==> src/rtl/softex_pkg.sv <==
// rtl/softex_pkg.sv - shared types and helpers for the SoftEx TCDM splitter
package softex_pkg;

    localparam int unsigned TCDM_LANE_W = 32;

    typedef struct packed {
        logic [31:0] add;
        logic        wen;
        logic [3:0]  be;
        logic [31:0] data;
    } tcdm_lane_req_t;

    // Lane addresses wrap modulo 2^32, so plain 32-bit addition is intended.
    function automatic logic [31:0] lane_addr(input logic [31:0] base, input int unsigned lane);
        return base + 32'(lane * 4);
    endfunction

endpackage

==> src/rtl/softex_tcdm_rsp_fifo.sv <==
// rtl/softex_tcdm_rsp_fifo.sv - registered response FIFO with synchronous clear
module softex_tcdm_rsp_fifo #(
    parameter int unsigned WIDTH = 32,
    parameter int unsigned DEPTH = 4
) (
    input  logic             clk_i,
    input  logic             rst_ni,
    input  logic             clear_i,
    input  logic             push_i,
    input  logic [WIDTH-1:0] data_i,
    input  logic             pop_i,
    output logic [WIDTH-1:0] data_o,
    output logic             empty_o,
    output logic             full_o
);
    localparam int unsigned AW = $clog2(DEPTH);

    logic [WIDTH-1:0] r_mem [DEPTH];
    logic [AW:0]      r_wptr;
    logic [AW:0]      r_rptr;
    logic             w_do_push;
    logic             w_do_pop;

    // Pointers carry one extra wrap bit to tell full from empty.
    assign empty_o   = (r_wptr == r_rptr);
    assign full_o    = (r_wptr[AW] != r_rptr[AW]) && (r_wptr[AW-1:0] == r_rptr[AW-1:0]);
    assign data_o    = r_mem[r_rptr[AW-1:0]];
    assign w_do_push = push_i & ~full_o & ~clear_i;
    assign w_do_pop  = pop_i & ~empty_o & ~clear_i;

    always_ff @(posedge clk_i or negedge rst_ni) begin
        if (!rst_ni) begin
            r_wptr <= '0;
            r_rptr <= '0;
        end else if (clear_i) begin
            r_wptr <= '0;
            r_rptr <= '0;
        end else begin
            if (w_do_push) r_wptr <= r_wptr + 1'b1;
            if (w_do_pop)  r_rptr <= r_rptr + 1'b1;
        end
    end

    always_ff @(posedge clk_i) begin
        if (w_do_push) r_mem[r_wptr[AW-1:0]] <= data_i;
    end

    always_ff @(posedge clk_i) begin
        if (rst_ni && !clear_i && push_i) assert (!full_o);
    end

endmodule

==> src/rtl/softex_tcdm_splitter.sv <==
// rtl/softex_tcdm_splitter.sv - wide-to-narrow TCDM splitter with per-lane grant tracking
module softex_tcdm_splitter
    import softex_pkg::*;
#(
    parameter int unsigned DW        = 256,
    parameter int unsigned MP        = DW / 32,
    parameter int unsigned IW        = 8,
    parameter int unsigned RSP_DEPTH = 4
) (
    input  logic              clk_i,
    input  logic              rst_ni,
    input  logic              clear_i,
    input  logic              in_req_i,
    output logic              in_gnt_o,
    input  logic [31:0]       in_add_i,
    input  logic              in_wen_i,
    input  logic [DW/8-1:0]   in_be_i,
    input  logic [DW-1:0]     in_data_i,
    input  logic [IW-1:0]     in_id_i,
    output logic              in_r_valid_o,
    input  logic              in_r_ready_i,
    output logic [DW-1:0]     in_r_data_o,
    output logic [IW-1:0]     in_r_id_o,
    output logic [MP-1:0]     out_req_o,
    input  logic [MP-1:0]     out_gnt_i,
    output logic [MP*32-1:0]  out_add_o,
    output logic [MP-1:0]     out_wen_o,
    output logic [MP*4-1:0]   out_be_o,
    output logic [MP*32-1:0]  out_data_o,
    input  logic [MP-1:0]     out_r_valid_i,
    input  logic [MP*32-1:0]  out_r_data_i,
    output logic [MP-1:0]     out_r_ready_o,
    output logic              busy_o
);
    localparam int unsigned CW = $clog2(RSP_DEPTH + 1);

    logic [MP-1:0] r_done;
    logic [CW-1:0] r_cnt;
    logic          w_credit_ok;
    logic [MP-1:0] w_lane_gnt;
    logic [MP-1:0] w_lane_empty;
    logic          w_id_empty;
    logic          w_id_full;
    logic [MP-1:0] w_lane_full;
    logic          w_pop;

    assign w_credit_ok   = (r_cnt < CW'(RSP_DEPTH));
    assign out_req_o     = {MP{in_req_i & w_credit_ok}} & ~r_done;
    assign w_lane_gnt    = out_gnt_i & out_req_o;
    assign in_gnt_o      = in_req_i & w_credit_ok & (&(r_done | w_lane_gnt));
    assign in_r_valid_o  = (&(~w_lane_empty)) & ~w_id_empty;
    assign w_pop         = in_r_valid_o & in_r_ready_i;
    assign out_r_ready_o = '1;
    assign busy_o        = (r_cnt != '0) | (|r_done);

    for (genvar i = 0; i < MP; i++) begin : g_lane
        tcdm_lane_req_t w_lane;

        assign w_lane.add  = lane_addr(in_add_i, i);
        assign w_lane.wen  = in_wen_i;
        assign w_lane.be   = in_be_i[4*i +: 4];
        assign w_lane.data = in_data_i[TCDM_LANE_W*i +: TCDM_LANE_W];

        assign out_add_o[32*i +: 32]  = w_lane.add;
        assign out_wen_o[i]           = w_lane.wen;
        assign out_be_o[4*i +: 4]     = w_lane.be;
        assign out_data_o[32*i +: 32] = w_lane.data;

        softex_tcdm_rsp_fifo #(.WIDTH(TCDM_LANE_W), .DEPTH(RSP_DEPTH)) u_lane_fifo (
            .clk_i   (clk_i),
            .rst_ni  (rst_ni),
            .clear_i (clear_i),
            .push_i  (out_r_valid_i[i]),
            .data_i  (out_r_data_i[32*i +: 32]),
            .pop_i   (w_pop),
            .data_o  (in_r_data_o[32*i +: 32]),
            .empty_o (w_lane_empty[i]),
            .full_o  (w_lane_full[i])
        );
    end

    softex_tcdm_rsp_fifo #(.WIDTH(IW), .DEPTH(RSP_DEPTH)) u_id_fifo (
        .clk_i   (clk_i),
        .rst_ni  (rst_ni),
        .clear_i (clear_i),
        .push_i  (in_gnt_o),
        .data_i  (in_id_i),
        .pop_i   (w_pop),
        .data_o  (in_r_id_o),
        .empty_o (w_id_empty),
        .full_o  (w_id_full)
    );

    // Credit counter bounds outstanding wide transactions so no FIFO can overflow.
    always_ff @(posedge clk_i or negedge rst_ni) begin
        if (!rst_ni) begin
            r_done <= '0;
            r_cnt  <= '0;
        end else if (clear_i) begin
            r_done <= '0;
            r_cnt  <= '0;
        end else begin
            if (in_gnt_o) r_done <= '0;
            else          r_done <= r_done | w_lane_gnt;
            if (in_gnt_o && !w_pop)      r_cnt <= r_cnt + 1'b1;
            else if (!in_gnt_o && w_pop) r_cnt <= r_cnt - 1'b1;
        end
    end

endmodule

==> config.mk <==
export PLATFORM = sky130hd
export DESIGN_NAME = softex_tcdm_splitter
export DESIGN_NICKNAME = d
export VERILOG_FILES = /design/src/rtl/softex_pkg.sv /design/src/rtl/softex_tcdm_rsp_fifo.sv /design/src/rtl/softex_tcdm_splitter.sv
export SDC_FILE = /design/constraint.sdc
export NUM_CORES = 1
export LEC_CHECK = 0
export CORE_AREA = 2 2 568 570
export DETAILED_ROUTE_END_ITERATION = 8
export DIE_AREA = 0 0 570 572
export GPL_TIMING_DRIVEN = 0
export PLACE_DENSITY_LB_ADDON = 0.3
export SLEW_MARGIN = 20
export SYNTH_ARGS = -nofsm -noshare
export SYNTH_HDL_FRONTEND = slang
export SYNTH_HIERARCHICAL = 1
export SYNTH_SLANG_ARGS = --single-unit
==> constraint.sdc <==
create_clock -name clk_i -period 3.2 [get_ports clk_i]
set_input_delay 0.48 -clock clk_i [delete_from_list [all_inputs] [get_ports clk_i]]
set_output_delay 0.48 -clock clk_i [all_outputs]
set_load 0.1 [all_outputs]
* After elaboration in Yosys (flattened, before gate mapping)
Memories as Yosys holds them, arrays and structs flattened. Cells that the tools add are included.
Operators by class: add/sub/neg operators 27, order comparisons 1, equal/unequal tests 27, multiplexer cells 59, bitwise gates (word level) 65, reduce and logical (&&, ||, !) cells 36
Operators by type and width (count):
- $add A32 B5 Y32 const B | 4
- $mux W3 | 39
- $add A32 B4 Y32 const B | 2
- $add A3 B1 Y3 const B | 19
- $and A1 B1 Y1 | 40
- $reduce_bool A2 Y1 | 18
- $add A32 B3 Y32 const B | 1
- $eq A3 B3 Y1 | 9
- $not A1 Y1 | 19
- $eq A2 B2 Y1 | 9
- $mux W1 | 18
- $and A8 B8 Y8 | 2
- $mux W8 | 2
- $not A8 Y8 | 2
- $reduce_and A8 Y1 | 2
- $logic_and A1 B1 Y1 | 11
- $ne A1 B1 Y1 | 9
- $or A8 B8 Y8 | 1
- $reduce_or A8 Y1 | 1
- $reduce_bool A3 Y1 | 2
- $lt A3 B3 Y1 const B | 1
- $sub A3 B1 Y3 const B | 1
- $logic_not A1 Y1 | 2
- $or A1 B1 Y1 | 1
Word-level totals: bits in registers 65, memory bits (writable) 1056, input port bits 606, output and inout port bits 835, word-level logic and storage cells 244, memories kept 9
Memories:
- g_lane[0].u_lane_fifo.r_mem | words 4, width 32, rd ports 1, clocked after memory_dff 0, wr ports 1, RTL line softex_tcdm_rsp_fifo.sv:18 | logic [WIDTH-1:0] r_mem [DEPTH];
- g_lane[1].u_lane_fifo.r_mem | words 4, width 32, rd ports 1, clocked after memory_dff 0, wr ports 1, RTL line softex_tcdm_rsp_fifo.sv:18
- g_lane[2].u_lane_fifo.r_mem | words 4, width 32, rd ports 1, clocked after memory_dff 0, wr ports 1, RTL line softex_tcdm_rsp_fifo.sv:18
- g_lane[3].u_lane_fifo.r_mem | words 4, width 32, rd ports 1, clocked after memory_dff 0, wr ports 1, RTL line softex_tcdm_rsp_fifo.sv:18
- g_lane[4].u_lane_fifo.r_mem | words 4, width 32, rd ports 1, clocked after memory_dff 0, wr ports 1, RTL line softex_tcdm_rsp_fifo.sv:18
- g_lane[5].u_lane_fifo.r_mem | words 4, width 32, rd ports 1, clocked after memory_dff 0, wr ports 1, RTL line softex_tcdm_rsp_fifo.sv:18
- +3 memories

* Depth between registers and ports, before layout
Gate-level depths: netlist of run 1.
word-level depth 12, depth in mapped cells 11, gate-level depth less buffers 10

* By module
Netlist of run 1, hierarchy kept.
Modules (own cells, without submodules):
- softex_tcdm_rsp_fifo (g_lane[3].u_lane_fifo ...) | times used 4, cells an instance 231, area each 5167.5 um^2, sequential area each 3993.8 um^2
- softex_tcdm_rsp_fifo (g_lane[0].u_lane_fifo ...) | times used 2, cells an instance 230, area each 5148.7 um^2, sequential area each 3993.8 um^2
- softex_tcdm_splitter | times used 1, cells an instance 929, area each 6521.3 um^2, sequential area each 275.3 um^2
- softex_tcdm_rsp_fifo (g_lane[6].u_lane_fifo) | times used 1, cells an instance 237, area each 5302.6 um^2, sequential area each 3993.8 um^2
- softex_tcdm_rsp_fifo (g_lane[1].u_lane_fifo) | times used 1, cells an instance 231, area each 5185.0 um^2, sequential area each 3993.8 um^2
- softex_tcdm_rsp_fifo (u_id_fifo) | times used 1, cells an instance 106, area each 1719.1 um^2, sequential area each 1111.1 um^2

* Worst setup path before layout of run 1
OpenSTA, ideal clock, no wires.
path kind input-to-output, start input port in_add_i[3], end output port out_add_o[228], data arrival time 4.142 ns, data required time 2.720 ns, setup slack -1.422 ns, cell stages on the path 5, path buffers 1, cells stage by stage inv_1 ha_1 clkbuf_1 xnor2_1 inv_1
On the way: cells in the longest elaborated chain, start to end 1
RTL lines:
- start, declared | RTL line softex_tcdm_splitter.sv:15 | input logic [31:0] in_add_i,
- $add A32 B5 Y32 | RTL line softex_pkg.sv:15 | return base + 32'(lane * 4);
- end, declared | RTL line softex_tcdm_splitter.sv:26 | output logic [MP*32-1:0] out_add_o,
Every way passes these cells.

* Final worst setup path of run 1
start input port in_add_i[2], end output port out_add_o[248]
The elaborated chain is that of the path after synthesis.

==> impl_metrics.ini, run 1 <==
[timing]
rsz0062_at_grt = true
finalMaxSlewViolations = 0
setup_viol = 5
tightest_slew_ns = 1.231
fin_crit_ns = 3.228
fmax_ghz = 0.3098
fin_crit_sh_pct = 100.9
maxSlewHeadroom_pct = 17.65
worst_slack_ns = -0.02803
hold_violations = 0
fin_worst_skew_ns = 0.05087
holdWs_ns = 0.2641

[yosys]
syn-cell-area_um2 = 49660
syn_inst = 2878
ys.warnings.count = 6
avgSynthCellArea_um2 = 17.26

[status]
status = finished, violations left
violations = setup timing

[routing]
vias = 31450
dr.pass1.iters = 5
postRouteAntennaNets = 0
drt-initial-drc-count = 1759
drt-total-wl_um = 244900
vias_per_cell = 3.682
wl_per_cell_um = 28.67
drc_errors = 0

[clock_tree]
numCtsBuffers = 118
cts_buffer_depth = 3
cts_tree = built
clock_latency_ns = 0.75
cts.clk_slew.worst_paths_ns = 0.07
clockRootBuffer = clkbuf_16
clock-sinks = 1121
htree_levels = 3

[worst_setup_path]
reg2reg_depth = 12
slowest_delay_ns = 0.42
required_ns = 2.72
cpMaxStageDelayCell = xnor2_4
path_max_fanout = 5
worst-path-buf-inv = 4
r2r_start = g_lane[0].u_lane_fifo/r_rptr[0]
arrival_ns = 2.75
r2r-end = g_lane[4].u_lane_fifo/r_rptr[0]
r2r_setup_slack_ns = 0.17
crit_family = simple AND/OR/NAND/NOR gates
crit_chain = buf_6 -> buf_16 -> clkinvlp_4 -> ha_4 -> nand2b_4 -> and2_4 -> nor3_4 -> nand2_2 -> xnor2_4 -> buf_12
worstSetupPathType = input pin to output pin
end_kind = output pin
start_kind = input pin

[power_and_ir_drop]
power_density_nw_per_um2 = 549.0
p_leak_nw = 25.27
ir_worst_vdd_mv = 0.4835

[floorplan]
die_h_um = 572
die_w_um = 570
initial_core_util_pct = 15.53
num_rows = 208
core_area_um2 = 319800
num_io_pins = 1441
dieArea_um2 = 326000

[global_routing]
grt_max_degree = 37
track_usage_pct = 14.42
antenna_found_initial = 82
grt_overflow = 0
grt_pass1_vias = 32180
grt_pass1_wl_um = 313400

[placement]
place.port_buffers = 1126
dp_slack_ns = -3.454
hpwl_um = 201400
place_inst = 8250
place.gp.congestion = 0.9017

[finish]
layout-drive-gt1-share_pct = 44.43
final-instance-count-excl-fill = 8542
synthToLayoutAreaGrowth_pct = 47.59
fillers = 33540
fin_nets = 4891

[job]
maxCapViolCount = 0

[worst_hold_path]
min_path_type = input pin to async pin
[layout by cell type (no fill, tap or decap), types with 19 or more instances in the layout]
master / count
buf_6: 65
edfxtp_1: 1056
ha_1: 49
mux4_2: 249
nand2_1: 124
nor2b_1: 19
nor3b_1: 20
and3_1: 23
a21oi_1: 29
xnor2_2: 69
nand3_1: 37
and3_2: 24
nor2_4: 20
buf_4: 545
a31oi_1: 23
clkbuf_16: 119
xor2_1: 20
nand4_1: 30
clkbuf_4: 26
xnor2_1: 27
inv_1: 33
nor2_1: 52
clkdlybuf4s50_1: 545
dfrtp_1: 57
clkinv_2: 19
o21ai_0: 24
clkinv_1: 20
xnor2_4: 59
clkbuf_1: 34
buf_12: 55
xor2_2: 32
clkdlybuf4s15_2: 70
xor2_4: 34
buf_2: 346
[final cells by class]
class	count	area [um^2]	area share, %
tap	4200	5255	7.170
clock inverter	70	739.5	1.009
inverter	37	157.7	0.2151
multi-input combinational	1237	15870	21.65
antenna	12	30.03	0.04097
timing repair buffer	1231	11010	15.02
buffer	484	3784	5.162
clock buffer	150	3104	4.235
sequential	1121	33350	45.50
[state kept, by name, indices dropped and copies added (netlist names)]
name	cells
u_id_fifo/r_wptr	3
r_cnt	3
r_done	8
g_lane.u_lane_fifo/r_wptr	24
g_lane.u_lane_fifo/r_rptr	24
g_lane.u_lane_fifo/r_mem	1024
u_id_fifo/r_mem	32
u_id_fifo/r_rptr	3
[stage by stage]
step	instance area (um^2)	util [%]	TNS, ns	total power [mW]
3_5_place_dp	68760	21.50	-483.31	26.94
6_report	73300	22.92	-0.08503	40.24
5_1_grt	73270	22.91	-0.3293	41.57
2_1_floorplan	52060	-	-9.548	23.69
3_3_place_gp	68590	21.44	-2108.34	26.88
4_1_cts	72780	22.76	-0.1689	40.74
[worst register-to-register path, stage by stage, from the launching register on]
cell	delay, ns
dfrtp_1	0.40
buf_6	0.16
xnor2_1	0.24
nand2_1	0.19
nor2_2	0.10
nor4b_1	0.44
nand3_2	0.09
buf_4	0.19
inv_8	0.19
buf_12	0.24
nor3b_1	0.39
o21ai_0	0.15
o311ai_0	0.12
[per-layer routing]
| layer | vias up | global-route usage [%] | share of wire (%) |
|---|---|---|---|
| li1 | 13500 | - | - |
| met1 | 16250 | 16.13 | 38 |
| met2 | 1236 | 25.18 | 50 |
| met3 | 387 | 4.857 | 8.1 |
| met4 | 78 | 5.546 | 4.3 |
| met5 | - | 0 | 0.21 |
[how the worst max path moves through the flow]
stage / start / endpoint / slack [ns] / cells after the start
floorplan: in_add_i[3] / out_add_o[92] / -0.76 / 5
global placement: in_add_i[2] / out_add_o[180] / -4.29 / 8
finish: in_add_i[2] / out_add_o[248] / -0.03 / 10
detailed placement: in_add_i[4] / out_add_o[94] / -3.45 / 9
global route: g_lane[4].u_lane_fifo/r_wptr[1] / in_r_valid_o / -0.14 / 8
CTS: g_lane[7].u_lane_fifo/r_wptr[1] / in_r_valid_o / -0.17 / 8
[where the power goes]
part,switching (mW),internal (mW),total [mW]
Sequential,0.204,16.8,17.0
Combinational,7.32,2.30,9.62
Clock,6.01,7.64,13.7
[what timing repair did]
item	CTS	global route
pin swaps	25	16
gates resized for setup	2320	133
hold buffers	1	0
gates cloned	0	0
setup endpoints to repair	512	75
buffers inserted	41	24
hold endpoints to repair	65	0
Note: power is estimated with default switching activity, not from simulation.
==> run 2: changes to the inputs <==
- clock period: 3.2 -> 3.22 ns (I/O delays scaled with it)
==> impl_metrics.ini, run 2 (synthesized netlist as in run 1, its figures left out) <==
[timing]
maxSlewHeadroom_pct = 17.41
finalSetupTns_ns = -0.06235
tightest_slew_ns = 1.235
worst_slack_ns = -0.05376
fin_worst_skew_ns = 0.05568
setup_viol = 4
finalMaxSlewViolations = 0
fin_crit_ns = 3.274
hold_violations = 0
fmax_ghz = 0.3055
fin_crit_sh_pct = 101.7
rsz0062_at_grt = true

[finish]
stdcell_area_um2 = 72740
largest_reg_flops = 1024
fin_nets = 4860
layout-drive-gt1-share_pct = 43.16
layout.cells.most_common = edfxtp_1
synthToLayoutAreaGrowth_pct = 46.48
layout_common_cells = edfxtp_1, clkdlybuf4s50_1, buf_4, buf_2, mux4_2

[job]
maxCapViolCount = 0

[worst_setup_path]
worst-path-buf-inv = 4
cpMaxStageDelayCell = a21oi_4
slowest_delay_ns = 0.46
r2r_setup_slack_ns = 0.33
path_max_fanout = 9
start_kind = input pin
path_common_cell = buf_4
r2r_start = g_lane[0].u_lane_fifo/r_rptr[2]
end_kind = output pin
worstSetupPathType = input pin to output pin
crit_chain = buf_8 -> clkinvlp_4 -> buf_4 -> ha_1 -> a21oi_4 -> nor2_1 -> xor2_2 -> buf_4
required_ns = 2.74
startpoint = in_add_i[4]
arrival_ns = 2.79
crit_family = buffers and inverters
reg2reg_depth = 9
r2r-end = g_lane[1].u_lane_fifo/r_rptr[0]

[global_routing]
track_usage_pct = 14.66
grt_overflow = 0
grt_pass1_wl_um = 317400
antenna_found_initial = 97
grt_max_degree = 54
grt_pass1_vias = 32580

[placement]
place.port_buffers = 1126
placed_cell_area_um2 = 68410
dp_slack_ns = -2.966
hpwl_um = 205200
place.gp.congestion = 0.9100

[power_and_ir_drop]
seqPwrFrac_pct = 41.9
p_clk_share_pct = 34.7
swShare_pct = 33.25
switchingPower_mw = 13.38
power_density_nw_per_um2 = 553.3
p_leak_nw = 25.07
ir_worst_vdd_mv = 0.4427
combPwrFrac_pct = 23.4
intPower_mw = 26.87

[clock_tree]
cts_tree = built
htree_levels = 3
numCtsBuffers = 119
cts.clk_slew.worst_paths_ns = 0.07
cts_buffer_depth = 3
clockRootBuffer = clkbuf_16
clock_latency_ns = 0.78
clock-sinks = 1121

[routing]
dr.pass1.iters = 7
drt-initial-drc-count = 1691
postRouteAntennaNets = 0
drt-total-wl_um = 247900
vias = 31150
wl_per_cell_um = 29.08
vias_per_cell = 3.655
drc_errors = 0

[worst_hold_path]
min_path_type = input pin to async pin

[floorplan]
dieArea_um2 = 326000
die_h_um = 572
die_w_um = 570
initial_core_util_pct = 15.53
num_rows = 208
core_area_um2 = 319800
num_io_pins = 1441

[status]
status = finished, violations left
violations = setup timing
run 2: layout make-up:
cell class	instances	area, um^2
inverter	37	155.1
clock buffer	146	3129
multi-input combinational	1237	15430
sequential	1121	33340
buffer	485	3702
tap	4200	5255
clock inverter	72	873.3
antenna	28	70.07
fill	33550	247100
timing repair buffer	1198	10790
run 2: worst max-delay path by stage:
stage / slack [ns] / cells after the start / endpoint
floorplan: -0.58 / 8 / out_add_o[155]
global placement: -3.81 / 9 / out_add_o[252]
detailed placement: -2.97 / 9 / out_add_o[94]
CTS: -0.11 / 7 / in_r_valid_o
global route: -0.06 / 8 / out_add_o[90]
finish: -0.05 / 8 / out_add_o[168]
run 2: what timing repair did:
action	4_1_cts	5_1_grt
pin swaps	20	10
resized for setup	2256	105
setup buffers	31	4
setup endpoints to repair	507	91
hold endpoints to repair	65	0
hold buffers	1	0
run 2: worst register-to-register path, cell delays in order, from the launching register on:
cell,delay [ns]
dfrtp_1,0.44
xor2_1,0.53
nor2_4,0.16
nor4b_2,0.36
nand3_2,0.22
inv_6,0.21
buf_16,0.27
nor3b_1,0.38
o21ai_0,0.15
o311ai_1,0.09
run 2: metal layers:
layer,share of wire [%],vias up,global-route usage (%)
met1,34,16070,14.90
met5,0.18,-,0
li1,-,13460,-
met3,9.5,364,6.006
met2,52,1191,26.71
met4,3.8,72,5.386
run 2: stage by stage:
stage | std cells | utilization [%] | total power, mW | hold WS [ns]
finish | 8524 | 22.74 | 40.25 | 0.1877
global route | 8507 | 22.73 | 41.61 | 0.1541
CTS | 8492 | 22.67 | 40.91 | 0.09865
detailed placement | 8247 | 21.39 | 26.74 | 0.3431
global placement | 8211 | 21.32 | 26.68 | 0.5389
floorplan | 2885 | - | 23.50 | 0.1874
run 2: power groups by stage:
stage	Combinational [mW]	Clock (mW)	Sequential, mW
after CTS	9.56	14.5	16.9
after global placement	9.51	0	17.2
after global routing	9.75	14.9	16.9
final	9.43	14.0	16.9
after detailed placement	9.58	0	17.2
after floorplan	6.38	0	17.1
==> run 3: changes to the inputs <==
- HOLD_SLACK_MARGIN: default -> 0.15
- REMOVE_ABC_BUFFERS: default -> 1
==> impl_metrics.ini, run 3 (synthesized netlist as in run 1, its figures left out) <==
[status]
status = finished, violations left
violations = setup timing

[timing]
tightest_slew_ns = 1.186
setup_viol = 1
rsz0062_at_grt = true
fin_worst_skew_ns = 0.1132
hold_violations = 0
fmax_ghz = 0.2970
fin_crit_ns = 3.366
holdWs_ns = 0.2902
finalSetupTns_ns = -0.1465
maxSlewHeadroom_pct = 21.22
fin_crit_sh_pct = 104.5
worst_slack_ns = -0.1465
finalMaxSlewViolations = 0

[clock_tree]
htree_levels = 4
cts_tree = built
clock-sinks = 1121
cts_buffer_depth = 4
clock_latency_ns = 0.83
numCtsBuffers = 139
clockRootBuffer = clkbuf_16
cts.clk_slew.worst_paths_ns = 0.07

[power_and_ir_drop]
totalPowerFinal_mw = 39.04
power_density_nw_per_um2 = 592.7
p_leak_nw = 21.31
ir_worst_vdd_mv = 0.4018

[worst_setup_path]
path_common_cell = nand2_2
r2r_setup_slack_ns = 0.27
start_kind = flop
r2r-end = r_cnt[1]
cpMaxStageDelayCell = dfrtp_2
worst-path-buf-inv = 1
startpoint = u_id_fifo/r_wptr[1]
worst-path-stages = 7
end_kind = output pin
slowest_delay_ns = 0.49
worstSetupPathType = flop to output pin
reg2reg_depth = 11
crit_chain = xnor2_1 -> nand2_2 -> nor2_1 -> nor2_2 -> nand2_2 -> nor4_4 -> buf_6
crit_family = simple AND/OR/NAND/NOR gates
arrival_ns = 2.88
r2r_start = g_lane[0].u_lane_fifo/r_rptr[1]
required_ns = 2.74
path_max_fanout = 9
cp-endpoint = in_r_valid_o

[placement]
place.port_buffers = 829
place.gp.congestion = 0.8167
hpwl_um = 218400
dp_slack_ns = -3.476

[finish]
layout-drive-gt1-share_pct = 33.98
layout_common_cells = edfxtp_1, clkdlybuf4s50_1, mux4_2, buf_2, buf_4
fin_nets = 4177
synthToLayoutAreaGrowth_pct = 32.65
layout.cells.most_common = edfxtp_1
post-route-util_pct = 20.60
largest_reg_flops = 1024

[routing]
dr.pass1.iters = 9
postRouteAntennaNets = 0
drt-initial-drc-count = 3011
drc_errors = 0
vias_per_cell = 3.932
drt-total-wl_um = 292700
vias = 30800
wl_per_cell_um = 37.37

[global_routing]
grt_overflow = 0
grt_pass1_wl_um = 358300
grt_max_degree = 62
grt_pass1_vias = 29860
track_usage_pct = 17.34
antenna_found_initial = 82

[floorplan]
dieArea_um2 = 326000
num_rows = 208
initial_core_util_pct = 15.53
die_h_um = 572
num_io_pins = 1441
core_area_um2 = 319800
die_w_um = 570

[worst_hold_path]
min_path_type = input pin to flop

[job]
maxCapViolCount = 0
run 3: layer usage:
metal / vias to the layer above / wire, um / track usage (%)
li1: 12080 / - / -
met1: 15680 / 111100 / 19.38
met2: 2497 / 105300 / 21.17
met3: 399 / 64990 / 18.08
met4: 146 / 5894 / 3.402
met5: - / 5400 / 11.88
run 3: metrics by stage:
step / cells / instance area (um^2)
after floorplan: 2395 / 46240
after global placement: 7424 / 59790
after detailed placement: 7473 / 60870
after CTS: 7796 / 65560
after global routing: 7823 / 65850
final: 7832 / 65880
run 3: worst min-delay path by stage:
stage                      startpoint                                  to  slack (ns)  cells after the start
detailed placement             rst_ni     g_lane[5].u_lane_fifo/r_wptr[0]        0.39                      1
CTS                  out_r_data_i[59]  g_lane[1].u_lane_fifo/r_mem[3][27]        0.20                      1
global placement            r_done[0]                           r_done[0]        0.55                      2
finish               out_r_data_i[59]  g_lane[1].u_lane_fifo/r_mem[3][27]        0.29                      1
floorplan                      rst_ni     g_lane[0].u_lane_fifo/r_rptr[0]        0.19                      0
global route        out_r_data_i[232]   g_lane[7].u_lane_fifo/r_mem[0][8]        0.26                      1
run 3: final cells by class:
| cell class | instances | area (um^2) |
|---|---|---|
| clock inverters | 71 | 813.3 |
| flip-flops and latches | 1121 | 33420 |
| diodes | 15 | 37.54 |
| inverters | 37 | 153.9 |
| fillers | 33950 | 254000 |
| repair buffers | 980 | 9129 |
| multi-input cells | 1237 | 13420 |
| clock buffers | 171 | 3651 |
| well taps | 4200 | 5255 |
run 3: report_power, final:
group	switching (mW)	total [mW]	leakage [nW]	internal, mW
logic	5.05	6.59	8.73	1.55
registers	0.249	16.9	10.4	16.7
clock network	6.37	15.5	2.17	9.16
run 3: timing repair:
item                                     CTS  global route
pin swaps                                 23             9
endpoints found under the hold margin     76             0
setup buffers                             77            20
hold buffers                               4             0
cloned                                     0             1
gates resized for setup                 2141           173
endpoints found under the setup margin   526           122
